<file path="src/rtl/sca_pkg.sv">
// sca_pkg: shared FSM encoding, default geometry and counter-width helper for the SCA readout receiver.
package sca_pkg;
    typedef enum logic [1:0] {IDLE, ARMED, SHIFT} sca_state_t;
    localparam int SCA_WORD_W    = 12;
    localparam int SCA_NUM_CELLS = 64;
    function automatic int cnt_w(input int n);
        return (n < 2) ? 1 : $clog2(n);
    endfunction
    localparam int SCA_BIT_CNT_W  = cnt_w(SCA_WORD_W + 1);
    localparam int SCA_WORD_CNT_W = cnt_w(SCA_NUM_CELLS);
endpackage

</file>
<file path="src/rtl/sca_readout_rx_if.sv">
// sca_readout_rx_if: valid/ready cell-word stream with end-of-frame and parity-error flags.
interface sca_readout_rx_if
    import sca_pkg::*;
#(
    parameter int WORD_W = SCA_WORD_W
);
    logic [WORD_W-1:0] data;
    logic last, perr, valid, ready;
    modport master(output data, last, perr, valid, input ready);
    modport slave(input data, last, perr, valid, output ready);
endinterface

</file>
<file path="src/rtl/sca_rx_fifo.sv">
// sca_rx_fifo: synchronous show-ahead FIFO; a push into a full FIFO succeeds only alongside a pop.
module sca_rx_fifo #(
    parameter int W     = 14,
    parameter int DEPTH = 16
) (
    input  logic         clk,
    input  logic         rst,
    input  logic         push,
    input  logic         pop,
    input  logic [W-1:0] din,
    output logic [W-1:0] dout,
    output logic         full,
    output logic         empty
);
    localparam int AW = $clog2(DEPTH);
    localparam int PW = AW + 1;
    logic [W-1:0] mem [DEPTH];
    logic [AW:0] wr_ptr, rd_ptr;
    logic do_push, do_pop;
    assign empty   = wr_ptr == rd_ptr;
    assign full    = (wr_ptr[AW] != rd_ptr[AW]) && (wr_ptr[AW-1:0] == rd_ptr[AW-1:0]);
    assign do_pop  = pop & ~empty;
    assign do_push = push & (~full | do_pop);
    assign dout    = mem[rd_ptr[AW-1:0]];
    always_ff @(posedge clk or posedge rst) begin
        if (rst) begin
            wr_ptr <= '0;
            rd_ptr <= '0;
        end else begin
            wr_ptr <= wr_ptr + PW'(do_push);
            rd_ptr <= rd_ptr + PW'(do_pop);
        end
    end
    always_ff @(posedge clk)
        if (do_push) mem[wr_ptr[AW-1:0]] <= din;
endmodule

</file>
<file path="src/rtl/sca_readout_rx.sv">
// sca_readout_rx: deserialises SCA DFF output into cell words, buffers and streams them.
// Define SCA_RX_PARITY_EN to receive a trailing even-parity bit per word and flag errors on perr.
module sca_readout_rx
    import sca_pkg::*;
#(
    parameter int WORD_W     = SCA_WORD_W,
    parameter int NUM_CELLS  = SCA_NUM_CELLS,
    parameter int SAMPLE_DLY = 4,
    parameter int TIMEOUT    = 2047,
    parameter int FIFO_DEPTH = 16
) (
    input  logic clk_125,
    input  logic rst,
    input  logic arm,
    input  logic clk_dff_in,
    input  logic sdata_in,
    sca_readout_rx_if.master out,
    output logic busy,
    output logic frame_done,
    output logic overflow,
    output logic proto_err
);
`ifdef SCA_RX_PARITY_EN
    localparam int BPW = WORD_W + 1;
`else
    localparam int BPW = WORD_W;
`endif
    localparam int BCW = cnt_w(BPW);
    localparam int WCW = cnt_w(NUM_CELLS);
    localparam int DCW = cnt_w(SAMPLE_DLY + 1);
    localparam int TCW = cnt_w(TIMEOUT);
    sca_state_t state_q, state_d;
    logic clk_dff_q, sdata_sync1, sdata_sync2;
    logic [DCW-1:0] dly_cnt;
    logic [BCW-1:0] bit_cnt;
    logic [WCW-1:0] word_cnt;
    logic [TCW-1:0] wd_cnt;
    logic [BPW-1:0] shreg;
    logic [WORD_W-1:0] word;
    logic [WORD_W+1:0] dout;
    logic push_pend, rise, sample, word_end, timeout, is_last, perr, full, empty, pop;
`ifdef SCA_RX_PARITY_EN
    assign word = shreg[BPW-1:1];
    assign perr = ^shreg;
`else
    assign word = shreg;
    assign perr = 1'b0;
`endif
    assign busy       = state_q != IDLE;
    assign rise       = clk_dff_in & ~clk_dff_q;
    // A rise landing on the sample cycle still wins: the pending sample is dropped
    assign sample     = dly_cnt == DCW'(1) && !rise;
    assign word_end   = sample && bit_cnt == BCW'(BPW - 1);
    assign timeout    = busy && !rise && wd_cnt == TCW'(TIMEOUT - 1);
    assign is_last    = word_cnt == WCW'(NUM_CELLS - 1);
    assign frame_done = push_pend & is_last;
    assign pop        = out.valid & out.ready;
    assign out.valid  = ~empty;
    assign {out.data, out.last, out.perr} = empty ? '0 : dout;
    sca_rx_fifo #(.W(WORD_W + 2), .DEPTH(FIFO_DEPTH)) u_fifo (
        .clk(clk_125), .rst(rst), .push(push_pend), .pop(pop),
        .din({word, is_last, perr}), .dout(dout), .full(full), .empty(empty)
    );
    always_ff @(posedge clk_125 or posedge rst)
        if (rst) state_q <= IDLE;
        else state_q <= state_d;
    always_comb begin
        state_d = state_q;
        if (state_q == IDLE) state_d = arm ? ARMED : IDLE;
        else if (timeout || (state_q == SHIFT && push_pend && is_last)) state_d = IDLE;
        else if (state_q == ARMED && rise) state_d = SHIFT;
    end
    always_ff @(posedge clk_125 or posedge rst) begin
        if (rst) begin
            clk_dff_q   <= 1'b0;
            sdata_sync1 <= 1'b0;
            sdata_sync2 <= 1'b0;
            dly_cnt     <= '0;
            bit_cnt     <= '0;
            word_cnt    <= '0;
            wd_cnt      <= '0;
            shreg       <= '0;
            push_pend   <= 1'b0;
            overflow    <= 1'b0;
            proto_err   <= 1'b0;
        end else begin
            clk_dff_q   <= clk_dff_in;
            sdata_sync1 <= sdata_in;
            sdata_sync2 <= sdata_sync1;
            push_pend   <= word_end;
            wd_cnt      <= (!busy || rise) ? '0 : wd_cnt + 1'b1;
            dly_cnt     <= (!busy || timeout) ? '0 : rise ? DCW'(SAMPLE_DLY) :
                           (dly_cnt != '0) ? dly_cnt - 1'b1 : dly_cnt;
            if (sample) shreg <= {shreg[BPW-2:0], sdata_sync2};
            if (sample || timeout) bit_cnt <= (word_end || timeout) ? '0 : bit_cnt + 1'b1;
            if (push_pend) word_cnt <= word_cnt + 1'b1;
            if (push_pend && full && !pop) overflow <= 1'b1;
            if ((rise && dly_cnt != '0) || timeout) proto_err <= 1'b1;
            if (!busy && arm) begin
                bit_cnt   <= '0;
                word_cnt  <= '0;
                overflow  <= 1'b0;
                proto_err <= 1'b0;
            end
        end
    end
endmodule
</file>
<file path="src/flat_wrapper.sv">
// flat-port wrapper written by rule: the top's interface ports become plain ports
module sca_readout_rx_flat import sca_pkg::*;
#(
    parameter int WORD_W     = SCA_WORD_W,
    parameter int NUM_CELLS  = SCA_NUM_CELLS,
    parameter int SAMPLE_DLY = 4,
    parameter int TIMEOUT    = 2047,
    parameter int FIFO_DEPTH = 16
)
  (clk_125, rst, arm, clk_dff_in, sdata_in, busy, frame_done, overflow, proto_err, out_data, out_last, out_perr, out_valid, out_ready);
  sca_readout_rx_if #(.WORD_W(WORD_W)) out_i ();
  input  logic clk_125;
  input  logic rst;
  input  logic arm;
  input  logic clk_dff_in;
  input  logic sdata_in;
  output logic busy;
  output logic frame_done;
  output logic overflow;
  output logic proto_err;
  output wire logic [$bits(out_i.data)-1:0] out_data;
  output wire logic [$bits(out_i.last)-1:0] out_last;
  output wire logic [$bits(out_i.perr)-1:0] out_perr;
  output wire logic [$bits(out_i.valid)-1:0] out_valid;
  input wire logic [$bits(out_i.ready)-1:0] out_ready;
  assign out_data = out_i.data;
  assign out_last = out_i.last;
  assign out_perr = out_i.perr;
  assign out_valid = out_i.valid;
  assign out_i.ready = out_ready;
  sca_readout_rx #(.WORD_W(WORD_W), .NUM_CELLS(NUM_CELLS), .SAMPLE_DLY(SAMPLE_DLY), .TIMEOUT(TIMEOUT), .FIFO_DEPTH(FIFO_DEPTH)) u_core (.clk_125(clk_125), .rst(rst), .arm(arm), .clk_dff_in(clk_dff_in), .sdata_in(sdata_in), .out(out_i), .busy(busy), .frame_done(frame_done), .overflow(overflow), .proto_err(proto_err));
endmodule
</file>
<file path="config.mk">
export PLATFORM = sky130hd
export DESIGN_NAME = sca_readout_rx_flat
export DESIGN_NICKNAME = d
export VERILOG_FILES = /design/src/rtl/sca_pkg.sv /design/src/rtl/sca_readout_rx_if.sv /design/src/rtl/sca_rx_fifo.sv /design/src/rtl/sca_readout_rx.sv /design/src/flat_wrapper.sv
export SDC_FILE = /design/constraint.sdc
export NUM_CORES = 1
export LEC_CHECK = 0
export CAP_MARGIN = 5
export CELL_PAD_IN_SITES_DETAIL_PLACEMENT = 0
export CELL_PAD_IN_SITES_GLOBAL_PLACEMENT = 1
export CORE_ASPECT_RATIO = 1.2
export CORE_MARGIN = 10
export CORE_UTILIZATION = 45
export DETAILED_ROUTE_END_ITERATION = 10
export DONT_BUFFER_PORTS = 1
export GPL_ROUTABILITY_DRIVEN = 0
export GPL_TIMING_DRIVEN = 0
export PLACE_DENSITY = 0.8
export SKIP_CTS_REPAIR_TIMING = 1
export SYNTH_ARGS = -nofsm -noshare
export SYNTH_HDL_FRONTEND = slang
export SYNTH_SLANG_ARGS = --single-unit
</file>
<file path="constraint.sdc">
create_clock -name clk_125 -period 2.8 [get_ports clk_125]
set_clock_uncertainty 0.1 [all_clocks]
set_input_delay 0.56 -clock clk_125 [delete_from_list [all_inputs] [get_ports clk_125]]
set_output_delay 0.56 -clock clk_125 [all_outputs]
set_load 0.05 [all_outputs]
</file>
======== Word-level counts from Yosys, hierarchy flattened ========
Memory sizes are Yosys's and may differ from the RTL's.
Index checks and enable logic that the tools add are counted.
W data, S select, Z words.
storage, ports and cells
  RAM bits ................................ 208
  memories ................................ 1
  flip-flop bits (word level) ............. 54
  ROM bits ................................ 0
  logic and storage cells ................. 89
  latch bits .............................. 0
operators by class
  equal/unequal tests ..................... 9
  div/mod/pow operators ................... 0
  reductions and logical operators ........ 30
  shift operators ......................... 0
  bitwise gates (word level) .............. 9
  $add $sub $neg .......................... 6
  order comparisons ....................... 0
  multiplexer cells ....................... 20
  multiply operators ...................... 0
memories
  name               words  width  rd ports  clocked after memory_dff  write ports  line               RTL
  u_core.u_fifo.mem  16     13     1         0                         1            sca_rx_fifo.sv:17  logic [W-1:0] mem [DEPTH];
operators with widths
  kind                     number
  $mux W14                 1
  $logic_and A1 B1 Y1      12
  $mux W4                  3
  $mux W6                  2
  $add A11 B1 Y11 const B  1
  $eq A11 B11 Y1 const B   1
  $mux W11                 1
  $add A5 B1 Y5            2
  $reduce_bool A2 Y1       5
  $mux W3                  3
  $reduce_bool A3 Y1       3
  $mux W1                  7
  $add A6 B1 Y6 const B    1
  $eq A6 B6 Y1 const B     1
  $logic_or A1 B1 Y1       6
  $mux W2                  3
  $and A1 B1 Y1            5
  $eq A5 B5 Y1             1
  $add A4 B1 Y4 const B    1
  $eq A4 B4 Y1             1
  $eq A4 B4 Y1 const B     1
  $eq A3 B1 Y1 const B     1
  $logic_not A1 Y1         3
  $not A1 Y1               3
  other kinds (6)          6

======== Depth between registers and ports, before layout ========
Gate-level depths: netlist of the first run.
  word-level depth ........................ 9
  depth in mapped cells ................... 10
  depth with buffers taken out ............ 8

======== By module ========
From an unflattened synthesis of the first run, not the netlist that was laid out.
unflattened totals
  cells, all modules ...................... 631
  area total of the unflattened synthesis .. 11364.6 um^2
modules (own cells, without submodules)
  module          instances  area an instance (um^2)  seq. area each (um^2)  cells each
  sca_rx_fifo     1          9283.9                   6976.7                 443
  sca_readout_rx  1          2080.7                   1101.1                 188

======== Worst setup path after synthesis of the first run ========
No wires, ideal clock.
  path kind ............................... register to register
  start point ............................. register u_core.u_fifo.rd_ptr[1]
  end point ............................... memory u_core.u_fifo.mem[4][0] in the netlist's numbering, enable pin
  data required time ...................... 2.278 ns
  data arrival time ....................... 2.380 ns
  path buffers ............................ 1
  path slack .............................. -0.102 ns
  stages on the path, launching flop included .. 6
  library setup time ...................... 0.422 ns
  path through ............................ dfrtp_1 > buf_2 > xnor2_1 > nand4_2 > o31ai_4 > nor4b_1
between the ends
  cells in the longest elaborated chain, start to end .. 8
  elaborated cells on any way between the ends .. 11
RTL lines
  what                               line                                     RTL
  from (decl)                        sca_rx_fifo.sv:18                        logic [AW:0] wr_ptr, rd_ptr;
  from (signal assigned)             sca_rx_fifo.sv:31                        rd_ptr <= rd_ptr + PW'(do_pop);
  $eq A5 B5 Y1                       sca_rx_fifo.sv:20                        assign empty = wr_ptr == rd_ptr;
  $not A1 Y1                         sca_rx_fifo.sv:22, sca_readout_rx.sv:58
  $and A1 B1 Y1                      sca_readout_rx.sv:57                     assign pop = out.valid & out.ready;
  $and A1 B1 Y1                      sca_rx_fifo.sv:22                        assign do_pop = pop & ~empty;
  $or A1 B1 Y1 (*)                   sca_rx_fifo.sv:23                        assign do_push = push & (~full | do_pop);
  $and A1 B1 Y1 (*)                  sca_rx_fifo.sv:23
  $mux W1 (*)                        sca_rx_fifo.sv:35                        if (do_push) mem[wr_ptr[AW-1:0]] <= din;
  $mux W1 (implied by the code) (*)  sca_rx_fifo.sv:35
  to (decl)                          sca_rx_fifo.sv:17
Mark *: on every way between the ends. The rest lies on a longest branch, timed or not.

======== Final worst setup path of the first run ========
  start point ............................. register u_core.u_fifo.rd_ptr[0]
  end point ............................... output port out_data[6]
between the ends
  cells in the longest elaborated chain, start to end .. 2
  elaborated cells on any way between the ends .. 3
RTL lines
  what                                             line                  RTL
  $mem_v2 Z16 W13 or $eq A5 B5 Y1 (tied branches)  -
  $mux W14 (*)                                     sca_readout_rx.sv:59  assign {out.data, out.last, out.perr} = empty ? '0 : dout;
  to (decl)                                        flat_wrapper.sv:21    output wire logic [$bits(out_i.data)-1:0] out_data;
Marked as above.

==> results of run 1 <==
[cells in the final DEF, fill, tap and decap left out, drive strengths merged]
cell type    Yosys  routed
a211o            2       2
a211oi           4       4
a21o             1       1
a21oi           16      16
a22oi           26      26
and2             3       3
and4             1       1
buf             19      42
bufinv           0       2
clkbuf           8      49
clkinv           0       6
clkinvlp         0       1
conb             1       1
dfrtp           54      54
dlygate4sd3      0       3
edfxtp         208     208
ha              11      11
inv             10       9
mux2            12      12
mux2i            3       3
mux4            52      52
nand2           16      16
nand2b           5       5
nand3            9       9
nand4            7       7
nor2            24      24
nor2b            7       7
nor3            13      13
nor4             5       5
nor4b            6       6
o21a             2       2
o21ai            9       9
o31ai            1       1
or2              1       1
or3              2       2
xnor2           15      15
xor2             9       9
[layer usage]
| layer | wire [um] | global-route usage | up-vias | part of all wire |
|---|---|---|---|---|
| li1 | - | - | 2344 | - |
| met1 | 8800 | 0.177 | 2798 | 0.41 |
| met2 | 11000 | 0.237 | 142 | 0.52 |
| met3 | 1110 | 0.0262 | 33 | 0.052 |
| met4 | 396 | 0.0393 | 0 | 0.019 |
| met5 | 0 | 0 | - | 0 |
[synth_stat cells (all sizes together)]
cell | count | area [sq um]
nor3 | 13 | 65.1
edfxtp | 208 | 6250
xnor2 | 15 | 131
a22oi | 26 | 195
and2 | 3 | 18.8
a21o | 1 | 7.51
o31ai | 1 | 21.3
a211oi | 4 | 30.0
clkbuf | 8 | 30.0
a21oi | 16 | 80.1
or3 | 2 | 12.5
nand2b | 5 | 31.3
ha | 11 | 138
inv | 10 | 37.5
mux2i | 3 | 30.0
conb | 1 | 3.75
o21a | 2 | 15.0
mux4 | 52 | 1180
or2 | 1 | 6.26
buf | 19 | 150
and4 | 1 | 8.76
nor4b | 6 | 52.6
dfrtp | 54 | 1350
a211o | 2 | 17.5
mux2 | 12 | 135
nor2 | 24 | 90.1
nand3 | 9 | 45.0
xor2 | 9 | 78.8
o21ai | 9 | 45.0
nand2 | 16 | 60.1
nor2b | 7 | 43.8
nand4 | 7 | 50.1
nor4 | 5 | 46.3
[flip-flops by register name (all words and copies together), names as in the netlist]
register and cells:
u_core.dly_cnt 3, u_core.sdata_sync1 1, u_core.u_fifo.wr_ptr 5, u_core.state_q 2
u_core.u_fifo.mem 208, u_core.u_fifo.rd_ptr 5, u_core.sdata_sync2 1, u_core.proto_err 1
u_core.word_cnt 6, u_core.push_pend 1, u_core.overflow 1, u_core.bit_cnt 4
u_core.clk_dff_q 1, u_core.shreg 12, u_core.wd_cnt 11
[kinds of logic (layout without fill, tap and decap cells)]
kind of cell,after synthesis,in the layout,share of synthesized area
flops,262,262,0.727
buf+inv,37,112,0.0208
mux,67,67,0.129
compound gates,61,61,0.0394
other cells,1,1,0.000359
xor+xnor,24,24,0.0201
simple gates,99,99,0.0507
fa+ha+maj,11,11,0.0132
[area by class of cell]
type / instances / area, sq um
plain buffers: 26 / 269
well taps: 315 / 394
repair buffers: 28 / 272
fillers: 1779 / 10500
multi-input cells: 263 / 3050
clock inverters: 8 / 96.3
inverters: 10 / 41.3
clock buffers: 40 / 785
flip-flops and latches: 262 / 7600
[per-stage QoR]
step	TNS [ns]	std cells	hold WS, ns	cell area (sq um)
floorplan	-5.29	562	0.231	10500
global placement	-175.52	877	0.237	10900
detailed placement	-4.11	895	0.246	11100
CTS	-11.78	943	-0.168	12000
global route	-2.60	952	0.171	12500
finish	-1.39	952	0.171	12500
[power breakdown]
group	internal (mW)	switching, mW	leakage [nW]
Clock	2.11	1.38	0.434
Combinational	1.51	2.38	1.20
Sequential	4.73	0.404	2.57
[final timing paths]
kind	endpoint	start	cells after the start	slack, ns
max in group asynchronous	u_core.u_fifo.rd_ptr[3]	rst	3	1.65
worst min register to register	u_core.sdata_sync2	u_core.sdata_sync1	0	0.25
min in group asynchronous	u_core.sdata_sync2	rst	2	0.40
worst max register to register	u_core.u_fifo.wr_ptr[4]	u_core.u_fifo.rd_ptr[1]	10	0.10
worst max-delay path	out_data[6]	u_core.u_fifo.rd_ptr[0]	5	-0.15
worst min-delay path	u_core.overflow	out_ready	2	0.17
==> flow_summary.yaml, run 1 <==
yosys:
  ys_seq_area_frac: 0.727
  syn-num-nets: 579
  synth.avg_cell_area_sq_um: 18.6
  synth_seq_cells: 262
  synthesis.area_sq_um: 10500
  synth_warnings: 0
  syn_inst: 562
  synth_cell_types: 38
setup_path:
  crit_arrival_ns: 2.29
  start_kind: "register"
  cp_slowest_stage_delay_ns: 0.52
  crit_top_cell: "buf_12"
  critical-path-slowest-cell: "mux4_2"
  worstPathRequired_ns: 2.14
  end_kind: "output pin"
  crit_buf_inv: 2
  crit_family: "multiplexers"
  crit_chain: "buf_12 -> buf_12 -> mux4_2 -> a22oi_1 -> a21oi_4"
  crit_fanout: 10
  path_class: "reg2out"
clock_tree:
  clock-root-buffer: "clkbuf_16"
  insertion_delay_ns: 0.52
  cts_sinks: 262
  clk_path_buf_depth: 3
  cts_made_buffers: 26
  cts_tree: "built"
  clk_pin_slew_ns: 0.06
  htree_levels: 1
floorplan:
  coreArea_sq_um: 23000
  die_x_um: 159
  die_area_sq_um: 29800
  die_h_um: 187
  start_util: 0.454
  top_level_ports: 25
  rows: 61
timing:
  rsz0062_at_grt: "yes"
  period_needed_ns: 2.95
  period_share: 1.05
  tightest_slew_ns: 1.07
  max_clock_freq_ghz: 0.339
  slew_headroom: 0.284
  setup_viol: 14
  layout_setup_ws_ns: -0.152
  slew_viol_final: 0
  hold_viol_final: 0
pwr:
  leakage_nw: 4.21
  pwr_density_cell_nw_per_um2: 1000
  ir_drop_mv: 0.906
  power.total_mw: 12.5
route:
  avgViaCountPerCell: 5.59
  routedWlPerCell_um: 22.4
  drt-initial-drc-count: 488
  first_pass_iters: 5
  vias: 5317
  drc_errors: 0
  routed_wl_um: 21300
  detail-route-antenna-nets: 0
layout:
  nNetsFinal: 634
  antennaDiodeCount: 0
  drive_gt1_frac: 0.338
  areaGrowthSynthToFinish_pct: 19.6
  fin_util: 0.542
global_routing:
  grt_pass1_wl_um: 32700
  grt_pass1_vias: 5677
  grt_max_degree: 38
  groute.usage.overall: 0.139
  antenna_found_initial: 0
  gr-total-overflow: 0
flow_run:
  max_cap_viol_count: 0
place:
  port_buffers: 0
  post-dp-hpwl_um: 14300
  preCtsSetupSlack_ns: -0.465
min_path:
  hold_class: "in2reg"
run_status:
  violations: "setup timing"
  status: "finished, violations left"
(Power assumes the default switching activity.)
==> run 2, diff against run 1 <==
--- a/config.mk
+++ b/config.mk
@@ -16,7 +16,6 @@
 export GPL_ROUTABILITY_DRIVEN = 0
 export GPL_TIMING_DRIVEN = 0
 export PLACE_DENSITY = 0.8
-export SKIP_CTS_REPAIR_TIMING = 1
 export SYNTH_ARGS = -nofsm -noshare
 export SYNTH_HDL_FRONTEND = slang
 export SYNTH_SLANG_ARGS = --single-unit
==> run 2 against run 1 <==
Net effect:
- the run still ends with setup timing left
- flip-flop and latch count stayed put
- utilization up 0.54 points
- combinational power is 3% higher
- sequential power barely moved
- cell count up 0.63%
- register-to-register slack lost 0.05 ns
- die area unchanged
- maximum frequency up 0.89%
- count of clock-buffer cells in the layout is the same
- final area rose by 0.99%
- hold slack improved by 0.0012 ns
==> flow_summary.yaml, run 2 (synthesis gave the netlist of run 1 again) <==
floorplan:
  rows: 61
  top_level_ports: 25
  start_util: 0.454
  die_x_um: 159
  die_area_sq_um: 29800
  die_h_um: 187
  coreArea_sq_um: 23000
setup_path:
  cp_slowest_stage_delay_ns: 0.52
  worstPathRequired_ns: 2.14
  start_kind: "register"
  crit_buf_inv: 2
  crit_family: "multiplexers"
  end_kind: "output pin"
  path_class: "reg2out"
  crit_top_cell: "buf_12"
  crit_chain: "buf_12 -> buf_12 -> mux4_2 -> a22oi_2 -> a21oi_4"
  critical-path-slowest-cell: "mux4_2"
  crit_arrival_ns: 2.27
  crit_fanout: 10
layout:
  nNetsFinal: 640
  drive_gt1_frac: 0.345
  largest_reg_flops: 208
  layout_commonest_cell: "edfxtp_1"
  areaGrowthSynthToFinish_pct: 20.7
  antennaDiodeCount: 0
  fin_area_sq_um: 12600
  layout_common_cells: "edfxtp_1 (208), dfrtp_1 (53), mux4_2 (52)"
route:
  vias: 5394
  avgViaCountPerCell: 5.63
  drc_errors: 0
  routed_wl_um: 21800
  drt-initial-drc-count: 542
  detail-route-antenna-nets: 0
  first_pass_iters: 5
  routedWlPerCell_um: 22.8
run_status:
  status: "finished, violations left"
  violations: "setup timing"
min_path:
  hold_class: "in2reg"
timing:
  holdWs_ns: 0.172
  setup_viol: 13
  period_share: 1.05
  layout_setup_ws_ns: -0.126
  rsz0062_at_grt: "yes"
  hold_viol_final: 0
  slew_viol_final: 0
  tightest_slew_ns: 1.10
  slew_headroom: 0.267
  max_clock_freq_ghz: 0.342
  period_needed_ns: 2.93
pwr:
  leakage_nw: 4.26
  ir_drop_mv: 0.904
  power.total_mw: 12.6
  pwr_density_cell_nw_per_um2: 1000
global_routing:
  grt_max_degree: 38
  gr-total-overflow: 0
  groute.usage.overall: 0.141
  grt_pass1_wl_um: 33400
  antenna_found_initial: 0
  grt_pass1_vias: 5721
clock_tree:
  clk_path_buf_depth: 3
  clock-root-buffer: "clkbuf_16"
  htree_levels: 1
  insertion_delay_ns: 0.52
  cts_sinks: 262
  cts_tree: "built"
  clk_pin_slew_ns: 0.06
  cts_made_buffers: 26
place:
  port_buffers: 0
  post-dp-hpwl_um: 14300
  preCtsSetupSlack_ns: -0.465
  placed_area_sq_um: 11100
flow_run:
  max_cap_viol_count: 0
run 2: metrics by stage:
step | setup TNS, ns | util | std cells
global placement | -175.52 | 0.471 | 877
floorplan | -5.29 | - | 562
detailed placement | -4.11 | 0.483 | 895
global route | -3.06 | 0.548 | 958
finish | -1.17 | 0.548 | 958
CTS | -1.49 | 0.540 | 948
run 2: layout make-up:
| class | instances | area, sq um |
|---|---|---|
| clock inverters | 8 | 96.3 |
| inverters | 10 | 41.3 |
| well taps | 315 | 394 |
| multi-input cells | 263 | 3080 |
| repair buffers | 34 | 349 |
| fillers | 1760 | 10400 |
| clock buffers | 40 | 785 |
| flip-flops and latches | 262 | 7600 |
| plain buffers | 26 | 280 |
run 2: repair_timing:
| item | 4_1_cts | 5_1_grt |
|---|---|---|
| setup buffers | 3 | 7 |
| endpoints found under the setup margin | 14 | 37 |
| gates resized for setup | 89 | 10 |
| hold buffers | 3 | 0 |
| pin swaps | 24 | 14 |
| hold endpoints to repair | 19 | 0 |
| cloned | 0 | 3 |
run 2: metal layers:
layer  global-route usage  routed length (um)  up-vias
li1                     -                   -     2364
met1                0.181                8710     2830
met2                0.240               11300      168
met3               0.0277                1420       32
met4               0.0407                 397        0
met5                    0                   0        -
run 2: final timing paths:
path | start | end | slack, ns | cells past startpoint
worst min register to register | u_core.sdata_sync1 | u_core.sdata_sync2 | 0.25 | 0
worst max-delay path | u_core.u_fifo.rd_ptr[0] | out_data[1] | -0.13 | 5
worst max register to register | u_core.u_fifo.wr_ptr[3] | u_core.u_fifo.mem[12][8] | 0.05 | 4
worst min-delay path | out_ready | u_core.overflow | 0.17 | 2
max in group asynchronous | rst | u_core.u_fifo.rd_ptr[3] | 1.65 | 3
min in group asynchronous | rst | u_core.sdata_sync2 | 0.40 | 2
run 2: power breakdown:
group / internal, mW / switching [mW] / total, mW
logic: 1.59 / 2.43 / 4.02
clock network: 2.11 / 1.38 / 3.49
registers: 4.73 / 0.401 / 5.13
==> run 3, diff against run 2 <==
--- a/config.mk
+++ b/config.mk
@@ -8,7 +8,6 @@
 export CAP_MARGIN = 5
 export CELL_PAD_IN_SITES_DETAIL_PLACEMENT = 0
 export CELL_PAD_IN_SITES_GLOBAL_PLACEMENT = 1
-export CORE_ASPECT_RATIO = 1.2
 export CORE_MARGIN = 10
 export CORE_UTILIZATION = 45
 export DETAILED_ROUTE_END_ITERATION = 10
==> run 3 against run 2 <==
Net effect:
- highest routed layer unchanged
- largest cell class unchanged
- die area is essentially flat
- utilization grew 1.4 points
- clock power increased by 5%
- the run still ends with setup timing left
- sequential power barely moved
- critical endpoint is now out_data[6]
- non-clock buffer count rose by 9
- wire length rose by 3.8%
- largest power group unchanged
- via count up 1.5%
- setup slack got worse by 0.024 ns
==> flow_summary.yaml, run 3 (synthesis gave the netlist of run 1 again) <==
run_status:
  status: "finished, violations left"
  violations: "setup timing"
floorplan:
  die_area_sq_um: 29700
  top_level_ports: 25
  coreArea_sq_um: 22800
  die_h_um: 172
  die_x_um: 172
  start_util: 0.459
  rows: 55
setup_path:
  cp-startpoint: "u_core.u_fifo.rd_ptr[0]"
  r2r_start: "u_core.u_fifo.rd_ptr[1]"
  crit_chain: "buf_12 -> bufbuf_16 -> mux4_2 -> a22oi_2 -> a21oi_4"
  rrSetupSlack_ns: 0.17
  crit_buf_inv: 2
  crit_arrival_ns: 2.29
  critical-path-slowest-cell: "mux4_2"
  crit_family: "multiplexers"
  cp_slowest_stage_delay_ns: 0.52
  start_kind: "register"
  worstPathRequired_ns: 2.14
  crit_fanout: 6
  path_class: "reg2out"
  end_kind: "output pin"
timing:
  period_needed_ns: 2.95
  tightest_slew_ns: 1.03
  holdWs_ns: 0.133
  period_share: 1.05
  setup_viol: 13
  layout_setup_ws_ns: -0.151
  slew_viol_final: 0
  max_clock_freq_ghz: 0.339
  hold_viol_final: 0
  slew_headroom: 0.310
  rsz0062_at_grt: "yes"
route:
  drc_errors: 0
  first_pass_iters: 5
  drt-initial-drc-count: 554
  routedWlPerCell_um: 23.5
  avgViaCountPerCell: 5.67
  routed_wl_um: 22600
  detail-route-antenna-nets: 0
  vias: 5475
global_routing:
  busiest_layer: "met2"
  use_met1: 0.203
  antenna_found_initial: 0
  gr-total-overflow: 0
  groute.usage.overall: 0.157
  grt_pass1_vias: 5855
  grt_max_degree: 39
  use_met3: 0.0324
  grt_pass1_wl_um: 35300
  grtUsageMet2: 0.262
place:
  post-dp-hpwl_um: 14400
  preCtsSetupSlack_ns: -0.397
  port_buffers: 0
clock_tree:
  clk_path_buf_depth: 3
  clk_pin_slew_ns: 0.06
  cts_sinks: 262
  clock-root-buffer: "clkbuf_16"
  htree_levels: 1
  insertion_delay_ns: 0.53
  cts_made_buffers: 26
  cts_tree: "built"
layout:
  largest_reg_flops: 208
  layout_common_cells: "edfxtp_1 (208), dfrtp_1 (53), mux4_2 (51)"
  layout_commonest_cell: "edfxtp_1"
  fillCellCount: 1674
  antennaDiodeCount: 0
  drive_gt1_frac: 0.359
  nNetsFinal: 649
  fin_util: 0.562
  areaGrowthSynthToFinish_pct: 22.4
pwr:
  leakage_nw: 4.36
  power.total_mw: 13.0
  pwr_density_cell_nw_per_um2: 1010
  ir_drop_mv: 0.679
min_path:
  hold_class: "in2reg"
  min-delay-start: "arm"
flow_run:
  max_cap_viol_count: 0
==> run 3: repair_timing <==
item                                   CTS  global route
pin swaps                               26            16
gates cloned                             3             0
endpoints found under the hold margin   18             0
hold buffers                             3             0
setup buffers                           12             9
setup endpoints to repair               14            54
resized for setup                       96            19
==> run 3: worst paths after layout <==
| kind | to | depth (start not counted) |
|---|---|---|
| setup / recovery | out_data[6] | 5 |
| hold / removal | u_core.state_q[0] | 2 |
| setup reg to reg | u_core.u_fifo.wr_ptr[4] | 11 |
| hold reg to reg | u_core.sdata_sync2 | 0 |
| max in group asynchronous | u_core.u_fifo.rd_ptr[0] | 3 |
| min in group asynchronous | u_core.shreg[2] | 2 |
==> run 3: through the flow <==
stage | area, sq um | TNS, ns | cells
after floorplan | 10500 | -5.29 | 562
after global placement | 10900 | -182.23 | 875
after detailed placement | 11100 | -3.53 | 894
after CTS | 12700 | -1.83 | 959
after global routing | 12800 | -2.15 | 965
final | 12800 | -1.41 | 965
==> run 3: layout make-up <==
class | instances | area, sq um | area share
multi-input combinational | 263 | 3120 | 0.244
tap | 313 | 392 | 0.0306
timing repair buffer | 44 | 483 | 0.0377
clock inverter | 18 | 244 | 0.0191
clock buffer | 30 | 666 | 0.0520
inverter | 10 | 41.3 | 0.00323
sequential | 262 | 7600 | 0.594
buffer | 25 | 258 | 0.0201
==> run 3: layer usage <==
layer,up-vias,wire length [um]
met1,2856,9200
met5,-,0
met2,191,11400
met3,43,1480
met4,0,589
li1,2385,-
==> run 3: power breakdown <==
group | internal [mW] | switching, mW | leakage (nW) | total, mW
sequential | 4.73 | 0.404 | 2.57 | 5.14
clock | 2.18 | 1.47 | 0.431 | 3.65
combinational | 1.72 | 2.48 | 1.36 | 4.20
total | 8.63 | 4.35 | 4.36 | 13.0
